## config.mk

```make
export PLATFORM = sky130hd
export DESIGN_NAME = lockstep_sched
export DESIGN_NICKNAME = d
export VERILOG_FILES = /design/src/rtl/lockstep_pkg.sv /design/src/rtl/rr_arbiter.sv /design/src/rtl/lockstep_sched.sv
export SDC_FILE = /design/constraint.sdc
export NUM_CORES = 1
export LEC_CHECK = 0
export BUFFER_PORTS_ARGS = -buffer_cell sky130_fd_sc_hd__buf_2
export CORE_MARGIN = 1
export CORE_UTILIZATION = 51
export CTS_CLUSTER_DIAMETER = 30
export DETAILED_ROUTE_END_ITERATION = 8
export GPL_TIMING_DRIVEN = 0
export PLACE_DENSITY = 0.74
export REMOVE_ABC_BUFFERS = 1
export SLEW_MARGIN = 30
export SYNTH_ARGS = -nofsm -noshare
export SYNTH_HDL_FRONTEND = slang
export SYNTH_SLANG_ARGS = --single-unit
```

## constraint.sdc

```tcl
create_clock -name clock -period 5.05 [get_ports clock]
set_clock_uncertainty 0.2 [all_clocks]
set_input_delay 0.505 -clock clock [delete_from_list [all_inputs] [get_ports clock]]
set_output_delay 0.505 -clock clock [all_outputs]
set_load 0.02 [all_outputs]
```

## src/rtl/lockstep_pkg.sv

```systemverilog
// Shared types and default sizes for the lockstep scheduler.
package lockstep_pkg;

  // Sequencer states; the encoding is fixed so the state can be read on a bus.
  typedef enum logic [1:0] {
    IDLE = 2'd0,
    RUN  = 2'd1,
    DONE = 2'd2
  } state_t;

  localparam int NREQ_DEF  = 4;
  localparam int WIDTH_DEF = 32;
  localparam int LIMW_DEF  = 8;

endpackage

```

## src/rtl/rr_arbiter.sv

```systemverilog
// Combinational round-robin pick: the first set request at or after ptr,
// wrapping through the request vector. This returns a one-hot grant, its
// index, and a flag saying whether any request was present.
module rr_arbiter
  import lockstep_pkg::*;
#(
  parameter int NREQ = NREQ_DEF,
  parameter int IDW  = $clog2(NREQ)
) (
  input  logic [NREQ-1:0] req,
  input  logic [IDW-1:0]  ptr,
  output logic [NREQ-1:0] onehot,
  output logic [IDW-1:0]  idx,
  output logic            any
);

  logic [IDW-1:0] cand;

  // Scan from ptr upward and keep only the first hit.
  always_comb begin
    // NOTE: every output gets a default before the loop, so no path leaves a value unassigned and no latch is inferred.
    onehot = '0;
    idx    = '0;
    any    = 1'b0;
    cand   = '0;
    for (int k = 0; k < NREQ; k++) begin
      cand = IDW'((int'(ptr) + k) % NREQ);
      if (!any && req[cand]) begin
        any          = 1'b1;
        idx          = cand;
        onehot[cand] = 1'b1;
      end
    end
  end

endmodule

```

## src/rtl/lockstep_sched.sv

```systemverilog
// lockstep_sched: sequencer that shares one counting engine among NREQ
// requesters. A granted job counts from 0 up to that requester's limit.
// The final count is then reported with a one-cycle done pulse. Arbitration
// is round-robin, and only one job is in flight at a time. If the owner drops
// its request while the job runs, the job is abandoned with an aborted pulse.
//
// Optional build macro LOCKSTEP_SCHED_STATS_EN adds two 16-bit wrapping
// counters, jobs_done and jobs_aborted.
module lockstep_sched
  import lockstep_pkg::*;
#(
  parameter int  NREQ  = NREQ_DEF,
  parameter int  WIDTH = WIDTH_DEF,
  parameter int  LIMW  = LIMW_DEF,
  localparam int IDW   = $clog2(NREQ)
) (
  input  logic                 clock,
  input  logic                 reset_n,
  input  logic [NREQ-1:0]      req,
  input  logic [NREQ*LIMW-1:0] req_limit,
  output logic [NREQ-1:0]      grant,
  output logic                 busy,
  output logic                 done,
  output logic [IDW-1:0]       done_id,
  output logic [WIDTH-1:0]     result,
`ifdef LOCKSTEP_SCHED_STATS_EN
  output logic [15:0]          jobs_done,
  output logic [15:0]          jobs_aborted,
`endif
  output logic                 aborted
);

  state_t           state, state_nxt;
  logic [NREQ-1:0]  grant_nxt;
  logic [IDW-1:0]   id, id_nxt;
  logic [IDW-1:0]   id_inc;
  logic [LIMW-1:0]  lim, lim_nxt;
  logic [WIDTH-1:0] count, count_nxt;
  logic [WIDTH-1:0] result_nxt;
  logic [IDW-1:0]   done_id_nxt;
  logic             aborted_nxt;
  logic [IDW-1:0]   rr_ptr, rr_ptr_nxt;

  logic [NREQ-1:0]  arb_onehot;
  logic [IDW-1:0]   arb_idx;
  logic             arb_any;

  rr_arbiter #(
    .NREQ (NREQ),
    .IDW  (IDW)
  ) u_arb (
    .req    (req),
    .ptr    (rr_ptr),
    .onehot (arb_onehot),
    .idx    (arb_idx),
    .any    (arb_any)
  );

  // The search after this job starts one past its owner, wrapping at NREQ.
  assign id_inc = (id == IDW'(NREQ - 1)) ? '0 : id + IDW'(1);

  // done is a state decode: high exactly for the single DONE cycle.
  assign done = (state == DONE);
  assign busy = (state == RUN) || (state == DONE);

  // Next-state and datapath decisions; hold everything unless a case changes it.
  always_comb begin
    state_nxt   = state;
    grant_nxt   = grant;
    id_nxt      = id;
    lim_nxt     = lim;
    count_nxt   = count;
    result_nxt  = result;
    done_id_nxt = done_id;
    aborted_nxt = 1'b0;
    rr_ptr_nxt  = rr_ptr;

    unique case (state)
      IDLE: begin
        if (arb_any) begin
          id_nxt    = arb_idx;
          lim_nxt   = req_limit[arb_idx*LIMW +: LIMW];
          count_nxt = '0;
          grant_nxt = arb_onehot;
          state_nxt = RUN;
        end
      end

      RUN: begin
        // Losing the request wins over reaching the limit in the same cycle.
        if (!req[id]) begin
          aborted_nxt = 1'b1;
          grant_nxt   = '0;
          rr_ptr_nxt  = id_inc;
          state_nxt   = IDLE;
        end else if (count >= WIDTH'(lim)) begin
          result_nxt  = count;
          done_id_nxt = id;
          state_nxt   = DONE;
        end else begin
          count_nxt = count + WIDTH'(1);
        end
      end

      DONE: begin
        grant_nxt  = '0;
        rr_ptr_nxt = id_inc;
        state_nxt  = IDLE;
      end

      default: begin
        grant_nxt = '0;
        state_nxt = IDLE;
      end
    endcase
  end

  // State register.
  always_ff @(posedge clock or negedge reset_n) begin
    // NOTE: sequential state uses non-blocking assignments so every register samples pre-edge values.
    if (!reset_n) state <= IDLE;
    else          state <= state_nxt;
  end

  // Datapath and output registers. All of them reset, so a job interrupted by reset leaves no trace.
  always_ff @(posedge clock or negedge reset_n) begin
    if (!reset_n) begin
      grant   <= '0;
      id      <= '0;
      lim     <= '0;
      count   <= '0;
      result  <= '0;
      done_id <= '0;
      aborted <= 1'b0;
      rr_ptr  <= '0;
    end else begin
      grant   <= grant_nxt;
      id      <= id_nxt;
      lim     <= lim_nxt;
      count   <= count_nxt;
      result  <= result_nxt;
      done_id <= done_id_nxt;
      aborted <= aborted_nxt;
      rr_ptr  <= rr_ptr_nxt;
    end
  end

`ifdef LOCKSTEP_SCHED_STATS_EN
  // Completion and abort tallies, both wrapping naturally at 16 bits.
  always_ff @(posedge clock or negedge reset_n) begin
    if (!reset_n) begin
      jobs_done    <= '0;
      jobs_aborted <= '0;
    end else begin
      if (done)    jobs_done    <= jobs_done + 16'd1;
      if (aborted) jobs_aborted <= jobs_aborted + 16'd1;
    end
  end
`endif

endmodule
```

==> results.cfg, run 1 <==
[layout]
diodes = 0
fin_nets = 531
syn2layout_area_growth_pct = 16.6
finalNonFillerCells = 582
drive_gt1_share_pct = 30.4

[global_route]
grt_pass1_vias = 3145
antenna_found_initial = 0
grt_use_total_pct = 22.3
grt_pass1_wl_mm = 15.2
grt_max_degree = 56
overflow = 0

[flow_run]
drv_cap = 0

[worst_setup_path]
crit_slowest_cell = dfrtp_1
crit_chain = inv_1 -> ha_1 -> mux4_2 -> nor2b_1 -> o21ai_0 -> o21ai_2 -> mux2i_1 -> o221ai_1
arrival_ps = 3730
crit_required_ps = 5060
slowest_delay_ps = 750
path_max_fanout = 17
worst-setup-path-type = reg -> reg
crit_path_end_kind = register
critical-path-top-delay-family = multiplexers
cp_num_buf_inv = 1
crit_path_start_kind = register

[power]
total_power_mw = 2.45
leakagePower_nw = 2.55
seqPwrFrac_pct = 36.2
power_switching_mw = 0.997
p_per_area_mw_per_mm2 = 483
swShare_pct = 40.6
p_int_mw = 1.46
p_comb_share_pct = 44.6
clkPwrFrac_pct = 19.3
irDropWorstVdd_mv = 0.243

[logic_synthesis]
seq_area_frac_synth_pct = 48.9
yosys_warnings = 0
synth_area_mm2 = 0.00435
synth_top_area_share_pct = 48.9
yosys-top-cells-count = dfrtp_1 (85), mux2_2 (35), nand2_1 (31)
synthFlopType = dfrtp_1
avgSynthCellArea_um2 = 10.9
yosysTopAreaCell = dfrtp_1
synth_area_leaders = dfrtp_1 (49%), mux2_2 (9.1%), ha_1 (6.0%)
synth_seq_cells = 85
synth_most_common_cell = dfrtp_1
synth_edf_count = 0
ys_types = 44
netlist_instances = 399
async_reset_ff_share_pct = 100

[clocking]
cts_buffers = 9
clock_latency_ps = 350
clk_pin_slew_ps = 80
cts_resized = 0
cts_setup_buffers = 0
clk_path_buf_depth = 2
cts_sinks = 85
hold_buffers = 1
cts_tree = built
cts_root_buffer = clkbuf_8
htree_levels = 3

[place]
globalplace.congestion = 0.818
io_buffers = 78
dp_slack_ps = 1370
dp_hpwl_mm = 6.43
dp_cells = 565

[sta]
fin_crit_ps = 3720
hold_viol = 0
drv_slew = 0
tns_ps = 0
setup_viol = 0
fin_crit_sh_pct = 73.6
rsz0062_at_grt = no
maxClockFrequency_mhz = 269
holdWs_ps = 246
max_slew_margin_pct = 41.9
setup_ws_ps = 1330
tightestPinTransition_ps = 865

[routing]
wl_per_cell_um = 15.4
post_drt_via_cell_ratio = 5.66
ant_nets = 0
routed-via-count = 3293
drt_first_iter_violations = 190
dr.pass1.iters = 4
drt-total-wl_mm = 8.94
drc = 0

[min_path]
hold_path.class = in -> reg

[floorplan]
pin_count = 79
fp-row-count = 33
start_util_pct = 52.9
coreArea_mm2 = 0.00822
fp.dieW_um = 94.4
die_h_um = 94.4
die_area_mm2 = 0.00890

[outcome]
status = completed
==> final cells by class <==
cell class                 count  area [um^2]
clock inverter                 5         60.1
timing repair buffer          81          462
tap                          105          131
clock buffer                  11          131
fill                         701         3140
inverter                      25         93.8
multi-input combinational    270         2070
sequential                    85         2130
==> sequential cells by signal (all words and copies together), names as in the netlist <==
name,count
aborted,1
count,32
grant,4
rr_ptr,2
done_id,2
lim,8
state,2
result,32
id,2
==> final timing paths <==
path,slack [ps],depth (start not counted),start,to
min in group asynchronous,390,2,reset_n,result[13]
max,1330,8,rr_ptr[0],lim[7]
max reg2reg,1330,8,rr_ptr[0],lim[7]
min reg2reg,300,1,grant[0],grant[0]
min,250,3,req_limit[18],lim[2]
max in group asynchronous,3710,3,reset_n,lim[7]
==> per-stage QoR <==
stage	util [%]	cell area [um^2]
3_5_place_dp	59.2	4860
5_1_grt	61.7	5070
2_1_floorplan	-	4270
6_report	61.7	5070
3_3_place_gp	58.3	4790
4_1_cts	61.6	5060
==> worst register-to-register path, cell delays in order, from the launching register on <==
cell	delay, ps
dfrtp_1	750
inv_1	220
ha_1	480
mux4_2	610
nor2b_1	330
o21ai_0	200
o21ai_2	380
mux2i_1	280
o221ai_1	140
==> kinds of logic (layout without fill, tap and decap cells) <==
kind of cell	count (synthesis)	after routing	synth area share (%)
buffers and inverters	44	122	3.97
adders and majority gates	21	21	6.04
AOI/OAI and AO/OA	81	81	12.9
and+or+nand+nor	118	118	14.2
DFF	85	85	48.9
muxes	50	50	13.9
==> placed cells by master, fill, tap and decap left out, types with 2 or more instances in the layout <==
master	Yosys	final
o21bai_1	2	2
nor2_1	21	19
o21ai_0	24	24
and2_1	15	15
nor4_1	7	7
a21oi_1	15	15
buf_2	6	77
mux4_2	5	5
mux2i_1	10	10
a21o_1	4	4
clkbuf_1	13	2
o221ai_1	9	9
mux2_2	35	35
nand4_1	4	4
o2111ai_1	3	3
inv_1	25	25
buf_16	0	2
ha_1	21	21
a31oi_1	2	2
dfrtp_1	85	85
o21a_1	3	3
and3_1	4	4
a22oi_1	8	8
nor2b_1	4	4
clkbuf_8	0	9
nor3_1	8	8
a32o_1	4	4
nand2_1	31	31
nand3_1	14	14
==> routing by layer <==
metal  global-route usage (%)  vias to the layer above  routed length (um)
met5                        0                        -                   0
met4                     10.1                        0                 162
met3                     3.46                       13                 442
met2                     35.3                       88                4110
met1                     30.4                     1597                4230
li1                         -                     1595                   -
==> power groups by stage <==
stage                     Combinational [mW]  Sequential [mW]  Clock (mW)
final                                   1.09            0.887       0.472
after global placement                  1.03            0.896           0
after CTS                               1.09            0.888       0.480
after floorplan                        0.761            0.920           0
after global routing                    1.23            0.907       0.504
after detailed placement                1.09            0.903           0
Note: power is estimated with default switching activity, not from simulation.
==> run 2, diff against run 1 <==
Settings changed: CORE_UTILIZATION 51 to 50, PLACE_DENSITY 0.74 to 0.76.
Clock period 5.05 ns to 3.2 ns, I/O delays scaled along.
==> run 2 against run 1 <==
Net effect: critical path depth is the same; first-iteration DRC count grew 15%; die area grew 2.0%; final cell count grew 1.4%; final area grew 1.5%; sequential power grew 58%; routed wire length grew 6.3%; utilization grew 0.32 points; clock-buffer cell count shrank 1; critical path type unchanged; clock power grew 51%; hold slack lost 200 ps; setup slack lost 1200 ps.
==> results.cfg, run 2 (same netlist as run 1, synthesis figures left out) <==
[outcome]
status = completed

[sta]
tightestPinTransition_ps = 735
fin_crit_ps = 3070
hold_viol = 0
setup_viol = 0
drv_slew = 0
fin_crit_sh_pct = 95.9
tns_ps = 0
max_slew_margin_pct = 50.5
maxClockFrequency_mhz = 326
rsz0062_at_grt = no

[global_route]
overflow = 0
grt_use_total_pct = 22.4
antenna_found_initial = 0
grt_pass1_vias = 3319
grt_max_degree = 46
grt_pass1_wl_mm = 15.4

[worst_setup_path]
reg2reg_from = rr_ptr[1]
arrival_ps = 3110
crit_required_ps = 3240
path_max_fanout = 10
crit_path_start_kind = register
worst-setup-path-type = reg -> reg
reg2regPathDepth = 8
r2r_slack_ps = 130
crit_path_end_kind = register
reg2reg_to = lim[0]

[layout]
final_common_cell = dfrtp_1
finalNonFillerCells = 590
fin_nets = 539
diodes = 0
final_cell_mix = dfrtp_1 (83), buf_2 (77), mux2_2 (35)
fillerInstances = 686
syn2layout_area_growth_pct = 18.4
drive_gt1_share_pct = 32.8
reg.largest.list = count x32, result x32, lim x8

[power]
total_power_mw = 4.03
power_switching_mw = 1.68
irDropWorstVdd_mv = 0.367
seqPwrFrac_pct = 34.7
clkPwrFrac_pct = 17.7
leakagePower_nw = 2.58
p_per_area_mw_per_mm2 = 782
swShare_pct = 41.7
p_comb_share_pct = 47.6
p_int_mw = 2.35

[min_path]
hold-path-endpoint = lim[2]
hold_path.class = in -> reg
holdPathStages = 3
hp-start = req_limit[18]

[routing]
wl_per_cell_um = 16.1
ant_nets = 0
post_drt_via_cell_ratio = 5.80
drt-total-wl_mm = 9.50
drc = 0
routed-via-count = 3422
dr.pass1.iters = 4
drt_first_iter_violations = 218

[clocking]
htree_levels = 3
cts_sinks = 85
clk_path_buf_depth = 2
cts_root_buffer = clkbuf_8
clk_pin_slew_ps = 80
cts_buffers = 9
cts_tree = built
clock_latency_ps = 370

[place]
io_buffers = 78
dp_hpwl_mm = 6.63
dp_cells = 565
globalplace.congestion = 0.829

[flow_run]
drv_cap = 0

[floorplan]
die_area_mm2 = 0.00908
coreArea_mm2 = 0.00830
die_h_um = 95.3
pin_count = 79
fp.dieW_um = 95.3
fp-row-count = 33
start_util_pct = 52.4
run 2: cell types whose count changed in the layout (fill, tap and decap cells not counted), moves of 2 or more:
cell	delta
dfrtp_1	-2
clkbuf_1	-2
buf_4	+6
clkinvlp_4	+3
buf_12	+2
run 2: final cells by class:
| type | instances | area [um^2] | share of cell area, % |
|---|---|---|---|
| clock buffers | 10 | 138 | 2.67 |
| repair buffers | 88 | 519 | 10.1 |
| flip-flops and latches | 85 | 2130 | 41.4 |
| inverters | 25 | 93.8 | 1.82 |
| clock inverters | 6 | 47.5 | 0.923 |
| multi-input cells | 271 | 2090 | 40.6 |
| well taps | 105 | 131 | 2.55 |
run 2: worst max-delay path by stage:
| stage | start | end | slack (ps) | cells past startpoint |
|---|---|---|---|---|
| after CTS | rr_ptr[0] | lim[5] | 0.7 | 8 |
| after global placement | count[7] | result[25] | -1030 | 7 |
| after floorplan | count[2] | done_id[0] | -220 | 7 |
| after global routing | rr_ptr[1] | lim[5] | 20 | 8 |
| final | rr_ptr[1] | lim[0] | 130 | 8 |
| after detailed placement | rr_ptr[0] | lim[5] | -480 | 8 |
run 2: power groups by stage:
stage / logic [mW] / registers (mW) / clock network, mW
2_1_floorplan: 1.20 / 1.45 / 0
3_3_place_gp: 1.63 / 1.42 / 0
3_5_place_dp: 1.71 / 1.43 / 0
4_1_cts: 1.77 / 1.42 / 0.718
5_1_grt: 2.10 / 1.42 / 0.764
6_report: 1.92 / 1.40 / 0.714
run 2: worst max-delay path: stages (launching register included):
cell,delay [ps]
dfrtp_2,480
inv_1,130
ha_2,430
mux4_2,600
nor2b_2,270
o21ai_1,220
o21a_1,280
o21ai_0,200
o221ai_1,120
run 2: metrics by stage:
step	setup slack [ps]	utilization, %	area, um^2	hold slack (ps)
floorplan	-222	-	4270	-176
global placement	-1030	57.8	4790	279
detailed placement	-475	58.6	4860	49.7
CTS	0.712	61.3	5090	40.3
global route	16.3	62.1	5150	63.3
finish	131	62.1	5150	42.7
run 2: repair_timing:
item | 4_1_cts | 5_1_grt
setup endpoints to repair | 13 | 13
gates cloned | 0 | 1
hold buffers | 1 | 0
resized for setup | 5 | 2
hold endpoints to repair | 40 | 0
buffers inserted | 2 | 5
pin swaps | 0 | 1
run 2: routing by layer:
metal  wire length [um]  share of wire (%)  vias to the layer above  track usage [%]
li1                   -                  -                     1611                -
met1               4310                 45                     1691             30.2
met5                  0                  0                        -                0
met2               4460                 47                      100             35.0
met3                492                5.2                       20             4.47
met4                239                2.5                        0             10.2
